==> src/rtl/alu_ctrl_if.sv <==
// Instruction and result channels between a sequencer client and alu_ctrl.
//   instr_*: valid/ready instruction channel (opcode, dst, source A/B regs)
//   res_*  : valid/ready result channel (data, dst, zero flag, error flag)
// master: issues instructions and consumes results; slave: the controller.
interface alu_ctrl_if;
    localparam int unsigned DATA_W = 4;
    localparam int unsigned ADDR_W = 2;
    localparam int unsigned OP_W   = 3;

    logic              instr_valid;
    logic              instr_ready;
    logic [OP_W-1:0]   instr_op;
    logic [ADDR_W-1:0] instr_dst;
    logic [ADDR_W-1:0] instr_sa;
    logic [ADDR_W-1:0] instr_sb;

    logic              res_valid;
    logic              res_ready;
    logic [DATA_W-1:0] res_data;
    logic [ADDR_W-1:0] res_dst;
    logic              res_zero;
    logic              res_err;

    modport master (
        output instr_valid, instr_op, instr_dst, instr_sa, instr_sb, res_ready,
        input  instr_ready, res_valid, res_data, res_dst, res_zero, res_err
    );

    modport slave (
        input  instr_valid, instr_op, instr_dst, instr_sa, instr_sb, res_ready,
        output instr_ready, res_valid, res_data, res_dst, res_zero, res_err
    );
endinterface

==> src/rtl/alu_ctrl.sv <==
// Sequencing front-end for the 4-bit combinational alu.
// Accepts register-to-register instructions, drives the ALU from registered
// operands, captures its result one cycle later, writes it back to a 4x4
// register file and returns it over the result channel.
// Ports:
//   clk, rst_n        : clock, asynchronous active-low reset
//   bus (slave)       : instruction / result handshake channels
//   ld_valid/addr/data: side load port into the register file (any state)
//   alu_oc/a/b        : registered drive to the alu
//   alu_f             : alu result
// Optional feature: define ALU_CTRL_DZ_GUARD_EN to force DIV by zero to 4'hF
// with res_err set; otherwise alu_f passes through and res_err stays 0.
module alu_ctrl #(
    parameter int unsigned DATA_W = 4,
    parameter int unsigned REGS   = 4
) (
    input  logic                     clk,
    input  logic                     rst_n,
    alu_ctrl_if.slave                bus,
    input  logic                     ld_valid,
    input  logic [$clog2(REGS)-1:0]  ld_addr,
    input  logic [DATA_W-1:0]        ld_data,
    output logic [2:0]               alu_oc,
    output logic [DATA_W-1:0]        alu_a,
    output logic [DATA_W-1:0]        alu_b,
    input  logic [DATA_W-1:0]        alu_f
);
    localparam int unsigned ADDR_W = $clog2(REGS);
    localparam int unsigned OP_W   = 3;

    typedef enum logic [1:0] {
        IDLE = 2'd0,
        EXEC = 2'd1,
        RESP = 2'd2
    } state_t;

    state_t state_q;
    state_t state_d;

    logic [DATA_W-1:0] rf [REGS];

    logic [OP_W-1:0]   alu_oc_q;
    logic [DATA_W-1:0] alu_a_q;
    logic [DATA_W-1:0] alu_b_q;
    logic [ADDR_W-1:0] dst_q;

    logic              res_valid_q;
    logic [DATA_W-1:0] res_data_q;
    logic [ADDR_W-1:0] res_dst_q;
    logic              res_zero_q;
    logic              res_err_q;

    logic              instr_ready_c;
    logic              accept_c;
    logic              capture_c;
    logic              res_hs_c;
    logic [DATA_W-1:0] wb_data_c;
    logic              wb_err_c;

    // State register
    always_ff @(posedge clk or negedge rst_n) begin
        if (!rst_n) begin
            state_q <= IDLE;
        end else begin
            state_q <= state_d;
        end
    end

    // Next-state logic
    always_comb begin
        state_d = state_q;
        case (state_q)
            IDLE:    if (bus.instr_valid) state_d = EXEC;
            EXEC:    state_d = RESP;
            RESP:    if (res_valid_q && bus.res_ready) state_d = IDLE;
            default: state_d = IDLE;
        endcase
    end

    // Handshake decode and write-back value (with optional divide-by-zero guard)
    always_comb begin
        instr_ready_c = rst_n && (state_q == IDLE);
        accept_c      = bus.instr_valid && instr_ready_c;
        capture_c     = (state_q == EXEC);
        res_hs_c      = res_valid_q && bus.res_ready;
`ifdef ALU_CTRL_DZ_GUARD_EN
        wb_data_c     = alu_f;
        wb_err_c      = 1'b0;
        if ((alu_oc_q == OP_W'(3)) && (alu_b_q == '0)) begin
            wb_data_c = '1;
            wb_err_c  = 1'b1;
        end
`else
        wb_data_c     = alu_f;
        wb_err_c      = 1'b0;
`endif
    end

    // Operand latch and result capture
    always_ff @(posedge clk or negedge rst_n) begin
        if (!rst_n) begin
            alu_oc_q    <= '0;
            alu_a_q     <= '0;
            alu_b_q     <= '0;
            dst_q       <= '0;
            res_valid_q <= 1'b0;
            res_data_q  <= '0;
            res_dst_q   <= '0;
            res_zero_q  <= 1'b0;
            res_err_q   <= 1'b0;
        end else begin
            if (accept_c) begin
                // Reads see the pre-edge rf, so a same-edge load is not visible here
                alu_oc_q <= bus.instr_op;
                alu_a_q  <= rf[bus.instr_sa];
                alu_b_q  <= rf[bus.instr_sb];
                dst_q    <= bus.instr_dst;
            end
            if (capture_c) begin
                res_valid_q <= 1'b1;
                res_data_q  <= wb_data_c;
                res_dst_q   <= dst_q;
                res_zero_q  <= (wb_data_c == '0);
                res_err_q   <= wb_err_c;
            end else if (res_hs_c) begin
                res_valid_q <= 1'b0;
            end
        end
    end

    // Register file: write-back is ordered after the load so it wins on a collision
    always_ff @(posedge clk or negedge rst_n) begin
        if (!rst_n) begin
            for (int i = 0; i < int'(REGS); i++) begin
                rf[i] <= '0;
            end
        end else begin
            if (ld_valid) begin
                rf[ld_addr] <= ld_data;
            end
            if (capture_c) begin
                rf[dst_q] <= wb_data_c;
            end
        end
    end

    assign bus.instr_ready = instr_ready_c;
    assign bus.res_valid   = res_valid_q;
    assign bus.res_data    = res_data_q;
    assign bus.res_dst     = res_dst_q;
    assign bus.res_zero    = res_zero_q;
    assign bus.res_err     = res_err_q;

    assign alu_oc = alu_oc_q;
    assign alu_a  = alu_a_q;
    assign alu_b  = alu_b_q;
endmodule

==> src/flat_wrapper.sv <==
// flat-port wrapper written by rule: the top's interface ports become plain ports
module alu_ctrl_flat 
#(
    parameter int unsigned DATA_W = 4,
    parameter int unsigned REGS   = 4
)
  (clk, rst_n, ld_valid, ld_addr, ld_data, alu_oc, alu_a, alu_b, alu_f, bus_instr_valid, bus_instr_op, bus_instr_dst, bus_instr_sa, bus_instr_sb, bus_res_ready, bus_instr_ready, bus_res_valid, bus_res_data, bus_res_dst, bus_res_zero, bus_res_err);
  alu_ctrl_if bus_i ();
  input  logic clk;
  input  logic rst_n;
  input  logic ld_valid;
  input  logic [$clog2(REGS)-1:0] ld_addr;
  input  logic [DATA_W-1:0] ld_data;
  output logic [2:0] alu_oc;
  output logic [DATA_W-1:0] alu_a;
  output logic [DATA_W-1:0] alu_b;
  input  logic [DATA_W-1:0] alu_f;
  input wire logic [$bits(bus_i.instr_valid)-1:0] bus_instr_valid;
  input wire logic [$bits(bus_i.instr_op)-1:0] bus_instr_op;
  input wire logic [$bits(bus_i.instr_dst)-1:0] bus_instr_dst;
  input wire logic [$bits(bus_i.instr_sa)-1:0] bus_instr_sa;
  input wire logic [$bits(bus_i.instr_sb)-1:0] bus_instr_sb;
  input wire logic [$bits(bus_i.res_ready)-1:0] bus_res_ready;
  output wire logic [$bits(bus_i.instr_ready)-1:0] bus_instr_ready;
  output wire logic [$bits(bus_i.res_valid)-1:0] bus_res_valid;
  output wire logic [$bits(bus_i.res_data)-1:0] bus_res_data;
  output wire logic [$bits(bus_i.res_dst)-1:0] bus_res_dst;
  output wire logic [$bits(bus_i.res_zero)-1:0] bus_res_zero;
  output wire logic [$bits(bus_i.res_err)-1:0] bus_res_err;
  assign bus_i.instr_valid = bus_instr_valid;
  assign bus_i.instr_op = bus_instr_op;
  assign bus_i.instr_dst = bus_instr_dst;
  assign bus_i.instr_sa = bus_instr_sa;
  assign bus_i.instr_sb = bus_instr_sb;
  assign bus_i.res_ready = bus_res_ready;
  assign bus_instr_ready = bus_i.instr_ready;
  assign bus_res_valid = bus_i.res_valid;
  assign bus_res_data = bus_i.res_data;
  assign bus_res_dst = bus_i.res_dst;
  assign bus_res_zero = bus_i.res_zero;
  assign bus_res_err = bus_i.res_err;
  alu_ctrl #(.DATA_W(DATA_W), .REGS(REGS)) u_core (.clk(clk), .rst_n(rst_n), .bus(bus_i), .ld_valid(ld_valid), .ld_addr(ld_addr), .ld_data(ld_data), .alu_oc(alu_oc), .alu_a(alu_a), .alu_b(alu_b), .alu_f(alu_f));
endmodule
==> config.mk <==
export PLATFORM = sky130hd
export DESIGN_NAME = alu_ctrl_flat
export DESIGN_NICKNAME = d
export VERILOG_FILES = /design/src/rtl/alu_ctrl_if.sv /design/src/rtl/alu_ctrl.sv /design/src/flat_wrapper.sv
export SDC_FILE = /design/constraint.sdc
export NUM_CORES = 1
export LEC_CHECK = 0
export BUFFER_PORTS_ARGS = -buffer_cell sky130_fd_sc_hd__buf_2
export CORE_MARGIN = 10
export CORE_UTILIZATION = 50
export DETAILED_ROUTE_END_ITERATION = 16
export HOLD_SLACK_MARGIN = 0.05
export PLACE_DENSITY = 0.74
export SLEW_MARGIN = 20
export SYNTH_ARGS = -nofsm -noshare
export SYNTH_HDL_FRONTEND = slang
export SYNTH_SLANG_ARGS = --single-unit
export TNS_END_PERCENT = 5
==> constraint.sdc <==
create_clock -name clk -period 1.5 [get_ports clk]
set_input_delay 0 -clock clk [delete_from_list [all_inputs] [get_ports clk]]
set_output_delay 0 -clock clk [all_outputs]
set_load 0.05 [all_outputs]
==> reports/summary.txt <==
die area -> 6710 sq um
Register Area -> 976 sq um
Clock Sinks -> 39
Synth Warn # -> 0
CTS buffer count -> 5
switching share of total power -> 41.3%
slowest stage delay, CP -> 440 ps
CP delay by family, top -> simple AND/OR/NAND/NOR gates
Arrival @ worst endpoint -> 1610 ps
commonest non-fill, non-tap cell in the layout -> buf_2
Max rail drop VDD -> 0.00123 V
grt ovf -> 0
Antenna Nets Post-Route -> 0
CTS tree -> done
Mapped Cells -> 140
outcome -> complete, no violations
die height -> 81.9 um
first drt pass iteration count -> 4
RSZ-0062 raised after global routing -> no
core area -> 3690 sq um
crit end category -> register
gr usage total -> 14.5%
EDFF count, synth -> 0
critical path class -> reg2reg
Final Setup Violations -> 0
post-DP HPWL -> 3320 um
commonest non-fill, non-tap cells in the layout -> buf_2, dfrtp_1, mux2i_1
fill cell count -> 305
post-layout net count -> 226
Area growth, synth to finish -> 27.9%
Skew-Pair Late Insertion Delay -> 300 ps
antenna diode count -> 0
Critical Path, Cell by Cell -> nor3b_4 -> and2_4 -> mux2_2
Worst Path Max Fanout -> 13
critical path buffer and inverter count -> 0
Placed Cells incl. Taps -> 229
IO Pins -> 45
final hold violation count -> 0
R2R Setup Slk -> 80 ps
initial antenna violation count -> 0
largest net degree at the start of global routing -> 40
Synth area leader -> dfrtp_1
Post-DP Area -> 2180 sq um
Static Leak -> 1.15 nW
Comb pwr share -> 45.0%
top post-synthesis cells by area -> dfrtp_1, mux4_2, mux2i_1, mux2_4, mux2_2
syn_nets -> 164
Initial Util -> 52.0%
die width -> 81.9 um
gpl congestion -> 0.833
net switching power of the design -> 2.26 mW
final core utilization -> 66.5%
Worst Path Required -> 1690 ps
Post-synth ARST share -> 100%
Max-Cap Viols -> 0
sequential share of power -> 36.1%
DR vias -> 1369
minimum clock period after layout -> 1420 ps
vias in the first global route -> 1551
area of the multi-input gates -> 903 sq um
Final TNS setup -> 0 ps
Final Max Slew Viols -> 0
vias per cell -> 5.45
post-route cell area -> 2450 sq um
Worst-path clk slew -> 80 ps
area share of the largest cell type after synthesis -> 50.9%
H-tree depth -> 2
fin worst setup slack -> 79.5 ps
Resized cells post-CTS -> 0
post-synthesis sequential area ratio -> 50.9%
share of layout cells above drive strength 1 -> 42.9%
worst slack at placement -> 76.7 ps
Worst setup SP type -> register
CP max stage cell -> dfrtp_1
Cell variety after synth -> 25
Mean Syn Cell Area -> 13.7 sq um
final std cells w/o fill -> 251
clock share of power -> 18.8%
Total Wirelength -> 4490 um
initial DRC count -> 86
Std-Cell Rows -> 22
Final period util -> 94.7%
Syn Std Cell Area -> 1920 sq um
Avg WL per Cell -> 17.9 um
Root Buffer -> clkbuf_8
Peak Freq -> 704 MHz
PD cells -> 2230 nW/um^2
I/O Buffers -> 43
number of synthesized register bits -> 39
Synth Flop Type -> dfrtp_1
final setup skew -> 8.44 ps
first-pass GRT wire length -> 7400 um
Int Power -> 3.20 mW
# DRC -> 0
clk buf depth -> 2
worst hold path class -> in2reg
[flip-flops by register name, indices dropped and copies added, names as in the netlist]
register,flops
u_core.alu_a,4
u_core.bus.res_data,4
u_core.bus.res_zero,1
u_core.alu_oc,3
u_core.state_q,2
u_core.dst_q,2
u_core.rf,16
u_core.alu_b,4
u_core.bus.res_dst,2
u_core.bus.res_valid,1
[routing by layer]
layer	track usage [%]	wire, um	share of wire (%)
met1	16.0	1780	40
met3	4.69	343	7.6
met2	24.6	2300	51
met5	0	0	0
met4	7.14	69	1.5
[power by group through the flow]
stage / logic (mW) / clock network, mW / registers (mW)
final: 2.46 / 1.03 / 1.97
after detailed placement: 2.44 / 0 / 1.99
after CTS: 2.48 / 1.04 / 1.98
after global routing: 2.62 / 1.09 / 2.05
after global placement: 2.38 / 0 / 1.94
after floorplan: 1.01 / 0 / 2.79
[final timing paths]
| path | startpoint | end | cells after the start |
|---|---|---|---|
| worst min-delay path | ld_data[0] | u_core.rf[8] | 3 |
| max in group asynchronous | rst_n | u_core.bus.res_data[3] | 3 |
| min in group asynchronous | rst_n | u_core.alu_a[3] | 3 |
| worst max-delay path | u_core.state_q[1] | u_core.alu_oc[1] | 3 |
| worst min register to register | u_core.bus.res_zero | u_core.bus.res_zero | 2 |
| worst max register to register | u_core.state_q[1] | u_core.alu_oc[1] | 3 |
[stage by stage]
stage / hold WS, ps / total power, mW
5_1_grt: 59.8 / 5.77
6_report: 52.6 / 5.46
2_1_floorplan: -296 / 3.80
4_1_cts: 56.2 / 5.51
3_5_place_dp: 140 / 4.43
3_3_place_gp: 144 / 4.32
[cells by family (layout without fill, tap and decap cells)]
logic type             count (synthesis)  count (layout)  synth area share (%)
multiplexers                          43              43                  30.9
AO/OA/AOI/OAI                         18              18                  4.70
flip-flops                            39              39                  50.9
AND/OR/NAND/NOR                       33              33                  11.0
other                                  1               1                 0.196
buffers and inverters                  6              69                  2.28
[synth_stat cells (2+ instances only)]
library cell,n
dfrtp_1,39
nor3b_2,2
a21oi_1,4
mux2i_1,16
nor2_1,4
nand2_1,15
mux2_2,9
and4bb_2,2
o21ai_0,14
mux4_2,8
nand3b_1,3
mux2_4,10
clkbuf_1,2
[layout make-up]
class	instances	share of cell area (%)
Clock buffer	6	2.96
Clock inverter	2	2.45
Inverter	1	0.153
Multi-Input combinational cell	95	36.9
Sequential cell	39	39.8
Tap cell	48	2.45
Timing Repair Buffer	60	15.3
[what timing repair did]
item	in CTS	in global routing
buffers inserted	0	1
hold endpoints to repair	67	0
hold buffers	13	0
endpoints found under the setup margin	0	2
[worst reg2reg max path, cell delays in order, from the launching register on]
cell     delay (ps)
dfrtp_1         440
nor3b_4         200
and2_4          310
mux2_2          370
Note: power is estimated with default switching activity, not from simulation.
